**config.mk**
```make
export PLATFORM = sky130hd
export DESIGN_NAME = sel_arbiter
export DESIGN_NICKNAME = d
export VERILOG_FILES = /design/src/rtl/sel_arb_pkg.sv /design/src/rtl/sel_arb_mux.sv /design/src/rtl/sel_arbiter.sv
export SDC_FILE = /design/constraint.sdc
export NUM_CORES = 1
export LEC_CHECK = 0
export BUFFER_PORTS_ARGS = -buffer_cell sky130_fd_sc_hd__buf_2
export CAP_MARGIN = 20
export CELL_PAD_IN_SITES_DETAIL_PLACEMENT = 0
export CELL_PAD_IN_SITES_GLOBAL_PLACEMENT = 1
export CORE_AREA = 2 2 39 41
export DETAILED_ROUTE_END_ITERATION = 16
export DIE_AREA = 0 0 41 43
export PLACE_DENSITY = 0.68
export SKIP_CTS_REPAIR_TIMING = 1
export SLEW_MARGIN = 20
export SYNTH_ARGS = -nofsm -noshare
export SYNTH_HDL_FRONTEND = slang
export SYNTH_HIERARCHICAL = 1
export SYNTH_SLANG_ARGS = --single-unit
```
**constraint.sdc**
```tcl
create_clock -name CLK -period 1.6 [get_ports CLK]
set_input_delay 0.16 -clock CLK [delete_from_list [all_inputs] [get_ports CLK]]
set_output_delay 0.16 -clock CLK [all_outputs]
set_load 0.005 [all_outputs]
```
**src/rtl/sel_arb_pkg.sv**
```systemverilog
// sel_arb_pkg: shared definitions for the A/B selector arbiter.
//   state_e     arbiter FSM encoding (IDLE, OWN_A, OWN_B, TURN)
//   SEL_A/SEL_B selector control values (1 selects A, 0 selects B)
package sel_arb_pkg;

  typedef enum logic [1:0] {
    ST_IDLE  = 2'b00,
    ST_OWN_A = 2'b01,
    ST_OWN_B = 2'b10,
    ST_TURN  = 2'b11
  } state_e;

  localparam logic SEL_A = 1'b1;
  localparam logic SEL_B = 1'b0;

endpackage

```
**src/rtl/sel_arb_mux.sv**
```systemverilog
// sel_arb_mux: registered WIDTH-bit 2:1 selector with a valid flop.
// Ports:
//   CLK, RST_N   clock / async active-low reset
//   gnt_i        a grant is active this cycle (capture enable)
//   sel_i        1 = take a_i, 0 = take b_i
//   a_i, b_i     candidate data
//   q_o          captured data, holds while no grant is active
//   q_valid_o    q_o was captured under a grant on the last edge
module sel_arb_mux
  import sel_arb_pkg::*;
#(
  parameter int WIDTH = 1
) (
  input  logic             CLK,
  input  logic             RST_N,
  input  logic             gnt_i,
  input  logic             sel_i,
  input  logic [WIDTH-1:0] a_i,
  input  logic [WIDTH-1:0] b_i,
  output logic [WIDTH-1:0] q_o,
  output logic             q_valid_o
);

  logic [WIDTH-1:0] q_q;
  logic             vld_q;

  always_ff @(posedge CLK or negedge RST_N) begin
    if (!RST_N) begin
      q_q   <= '0;
      vld_q <= 1'b0;
    end else begin
      vld_q <= gnt_i;
      if (gnt_i) q_q <= (sel_i == SEL_A) ? a_i : b_i;
    end
  end

  assign q_o       = q_q;
  assign q_valid_o = vld_q;

endmodule

```
**src/rtl/sel_arbiter.sv**
```systemverilog
// sel_arbiter: shares one 2:1 data selector between requesters A and B.
// Round-robin on contention (A wins the first tie after reset), with a
// one-cycle TURN gap whenever ownership passes directly to the other side.
// Optional feature macro: SEL_ARB_TIMEOUT_EN -- revokes an owner after
// MAX_HOLD owned cycles when the other side is waiting.
// Ports:
//   CLK, RST_N       clock / async active-low reset
//   REQ_A, REQ_B     requests
//   A, B             requester data
//   GNT_A, GNT_B     registered grants (mutually exclusive)
//   SEL              registered selector control (1=A, 0=B)
//   Q, Q_VALID       registered selected data and its valid flag
module sel_arbiter
  import sel_arb_pkg::*;
#(
  parameter int WIDTH    = 1,
  parameter int MAX_HOLD = 8
) (
  input  logic             CLK,
  input  logic             RST_N,
  input  logic             REQ_A,
  input  logic             REQ_B,
  input  logic [WIDTH-1:0] A,
  input  logic [WIDTH-1:0] B,
  output logic             GNT_A,
  output logic             GNT_B,
  output logic             SEL,
  output logic [WIDTH-1:0] Q,
  output logic             Q_VALID
);

  if (WIDTH < 1 || MAX_HOLD < 1) begin : g_bad_cfg
    $error("sel_arbiter: WIDTH and MAX_HOLD must be >= 1");
  end

  state_e state_q, state_d;
  logic   sel_q, sel_d;
  logic   last_a_q, last_a_d;   // 1 = A was the most recent owner
  logic   owning;
  logic   enter_own;
  logic   pick_a;
  logic   hold_exp;             // owner has used up its hold budget

  assign owning = (state_q == ST_OWN_A) || (state_q == ST_OWN_B);

  always_comb begin
    state_d   = state_q;
    sel_d     = sel_q;
    last_a_d  = last_a_q;
    enter_own = 1'b0;
    // Tie goes to whoever was not served last; otherwise the lone requester.
    pick_a    = (REQ_A && REQ_B) ? !last_a_q : REQ_A;
    unique case (state_q)
      // TURN is a single dead cycle that then arbitrates exactly like IDLE.
      ST_IDLE, ST_TURN: begin
        if (REQ_A || REQ_B) state_d = pick_a ? ST_OWN_A : ST_OWN_B;
        else                state_d = ST_IDLE;
      end
      ST_OWN_A: if (!REQ_A || (hold_exp && REQ_B)) state_d = REQ_B ? ST_TURN : ST_IDLE;
      ST_OWN_B: if (!REQ_B || (hold_exp && REQ_A)) state_d = REQ_A ? ST_TURN : ST_IDLE;
      default:  state_d = ST_IDLE;
    endcase
    // SEL and LAST move only when a fresh grant is taken.
    if (!owning && (state_d == ST_OWN_A || state_d == ST_OWN_B)) begin
      enter_own = 1'b1;
      sel_d     = (state_d == ST_OWN_A) ? SEL_A : SEL_B;
      last_a_d  = (state_d == ST_OWN_A);
    end
  end

  always_ff @(posedge CLK or negedge RST_N) begin
    if (!RST_N) begin
      state_q  <= ST_IDLE;
      sel_q    <= SEL_B;
      last_a_q <= 1'b0;
    end else begin
      state_q  <= state_d;
      sel_q    <= sel_d;
      last_a_q <= last_a_d;
    end
  end

`ifdef SEL_ARB_TIMEOUT_EN
  localparam int CW = $clog2(MAX_HOLD + 1);
  logic [CW-1:0] hold_q, hold_d;

  assign hold_exp = (hold_q == CW'(MAX_HOLD - 1));

  // Saturates at MAX_HOLD-1 so an uncontended long grant is revoked as soon
  // as the other side shows up, and never wraps.
  always_comb begin
    hold_d = hold_q;
    if (enter_own)                hold_d = '0;
    else if (owning && !hold_exp) hold_d = hold_q + 1'b1;
  end

  always_ff @(posedge CLK or negedge RST_N) begin
    if (!RST_N) hold_q <= '0;
    else        hold_q <= hold_d;
  end
`else
  assign hold_exp = 1'b0;
`endif

  assign GNT_A = (state_q == ST_OWN_A);
  assign GNT_B = (state_q == ST_OWN_B);
  assign SEL   = sel_q;

  sel_arb_mux #(.WIDTH(WIDTH)) u_mux (
    .CLK       (CLK),
    .RST_N     (RST_N),
    .gnt_i     (owning),
    .sel_i     (sel_q),
    .a_i       (A),
    .b_i       (B),
    .q_o       (Q),
    .q_valid_o (Q_VALID)
  );

endmodule
```
==> impl_metrics.json <==
{
  "status": "complete, but fails checks",
  "failed_checks": "setup timing",
  "holdPathStages": 3,
  "htree_levels": 1,
  "drt_wl_total_microns": 656,
  "drive_above_1_share": 0.472,
  "design_area_sq_um": 497,
  "place_area_sq_um": 435,
  "netlist_area_sq_um": 315,
  "clkSinkCount": 5,
  "netlist_instances": 32,
  "port_buffers": 10,
  "drt-initial-drc-count": 1,
  "avgRoutedWirePerCell_microns": 9.51,
  "core_region_area_sq_um": 1380,
  "avgSynthCellArea_sq_um": 9.85,
  "io_pins": 11,
  "nets": 63,
  "min_path_type": "in -> reg",
  "cp.required_ns": 1.77,
  "avgViaCountPerCell": 4.39,
  "start_kind": "flop",
  "first_pass_iters": 2,
  "maxSlewHeadroom": 0.809,
  "rows": 14,
  "rsz0062_at_grt": "yes",
  "die_w_microns": 41,
  "grt_pass1_vias": 267,
  "clkLatencyLatePin_ns": 0.24,
  "fin_crit_ns": 1.74,
  "p_leak_nw": 0.252,
  "power.density_nw_per_um2": 2080,
  "use_met2": 0.116,
  "drv_slew": 0,
  "skew_ns": 0.00397,
  "met3_usage": 0.0628,
  "num_vias": 303,
  "areaGrowthSynthToFinish_pct": 57.5,
  "hold_slack_ns": 0.227,
  "cts_buffers": 3,
  "syn-num-nets": 41,
  "setup_viol": 1,
  "die_h_microns": 43,
  "tightest_slew_ns": 0.284,
  "use_met1": 0.107,
  "ir_drop_v": 0.000806,
  "grt_pass1_wl_microns": 1010,
  "layout_setup_ws_ns": -0.140,
  "grt_overflow_total": 0,
  "tritoncts": "done",
  "drc_errors": 0,
  "clockBufferDepth": 2,
  "antenna_left": 0,
  "fmax_ghz": 0.575,
  "utilization": 0.359,
  "hold_violations": 0,
  "clockRootBuffer": "clkbuf_4",
  "fp.dieArea_sq_um": 1760,
  "diodes": 0,
  "crit_type": "reg -> reg",
  "start_util": 0.228,
  "synth-seq-cells": 5,
  "grt_max_degree": 7,
  "hpwl_microns": 496,
  "cp-end-kind": "flop",
  "period_share": 1.09,
  "ys_seq_area_frac": 0.397,
  "synth_cell_types": 18,
  "cap_violations": 0,
  "grtUsageTotal": 0.0887,
  "yosys_warnings": 6,
  "grt.busiest_layer": "met2",
  "crit_arrival_ns": 1.91,
  "clk_pin_slew_ns": 0.04,
  "gp_congestion": 0.676,
  "antenna_found_initial": 0,
  "cp_max_fo": 6,
  "ff2ff_path_depth": 7
}
registers in the layout (all words and copies together), names as in the netlist:
| name | flops |
|---|---|
| SEL | 1 |
| u_mux/q_o | 1 |
| state_q | 2 |
| u_mux/q_valid_o | 1 |
layout make-up:
class                           instances  area [sq um]
Tap cell                               16          20.0
Sequential cell                         5           125
Fill cell                             159           887
Timing Repair Buffer                   17           105
Clock buffer                            4          26.3
Inverter                                3          11.3
Multi-Input combinational cell         24           209
logic make-up (layout without fill, tap and decap cells):
logic type | count (synthesis) | after routing | synth area share
AO/OA/AOI/OAI | 8 | 8 | 0.167
buffers and inverters | 3 | 24 | 0.0357
flip-flops | 5 | 5 | 0.397
adder cells (fa/ha/maj) | 3 | 3 | 0.119
AND/OR/NAND/NOR | 11 | 11 | 0.214
multiplexers | 2 | 2 | 0.0675
critical path, cell delays in order (launching register included):
cell and delay [ns]:
dfrtp_1 0.40, ha_4 0.30, and3b_1 0.19, o21ai_2 0.16, and3_4 0.21, ha_4 0.19
nand3b_1 0.15, nand2_1 0.08
routing by layer:
layer | vias to the layer above | part of all wire
met2 | 8 | 0.50
met1 | 138 | 0.44
met5 | - | 0
met4 | 0 | 0
li1 | 157 | -
met3 | 0 | 0.056
per-stage QoR:
stage,instances,setup TNS (ns),setup slack [ns],power (W)
global placement,63,-0.157,-0.157,0.000808
global route,69,-0.190,-0.190,0.00115
finish,69,-0.140,-0.140,0.00103
detailed placement,63,-0.155,-0.155,0.000811
CTS,67,-0.162,-0.162,0.000963
floorplan,32,-0.0569,-0.0569,0.000561
report_power, final:
| group | total [W] | switching, W | internal, W |
|---|---|---|---|
| clock network | 0.000142 | 0.0000480 | 0.0000941 |
| logic | 0.000666 | 0.000279 | 0.000387 |
| registers | 0.000223 | 0.0000366 | 0.000187 |
| total | 0.00103 | 0.000364 | 0.000668 |
synthesized netlist by cell type:
library cell	count	area (sq um)
o21ai_0	3	15.0
a21oi_1	1	5.00
a21boi_0	1	7.51
and2b_1	2	15.0
nor2_1	1	3.75
nand2_1	1	3.75
mux2i_1	1	10.0
nand3_1	3	15.0
o21ai_2	1	8.76
ha_1	3	37.5
and3b_1	1	8.76
dfrtp_1	5	125
mux2_2	1	11.3
inv_1	3	11.3
a32oi_1	1	8.76
a21o_1	1	7.51
and3_1	1	6.26
nand3b_1	2	15.0
layout by cell type (no fill, tap or decap), drive strengths merged:
cell type	n
buf	16
and2b	2
a21o	1
ha	3
mux2	1
nand3	3
nand3b	2
dlygate4sd3	1
dfrtp	5
inv	3
and3b	1
a21oi	1
nand2	1
mux2i	1
clkbuf	4
o21ai	4
a21boi	1
nor2	1
a32oi	1
and3	1
worst paths after layout:
check	end	from	slack, ns
min	u_mux/q_o$_DFFE_PN0P_	B	0.23
max in group asynchronous	SEL$_DFFE_PN0P_	RST_N	1.21
min in group asynchronous	u_mux/q_valid_o$_DFF_PN0_	RST_N	0.26
min reg2reg	u_mux/q_o$_DFFE_PN0P_	u_mux/q_o$_DFFE_PN0P_	0.52
max	SEL$_DFFE_PN0P_	state_q[1]$_DFF_PN0_	-0.14
max reg2reg	SEL$_DFFE_PN0P_	state_q[1]$_DFF_PN0_	-0.14
(Power assumes the default switching activity.)
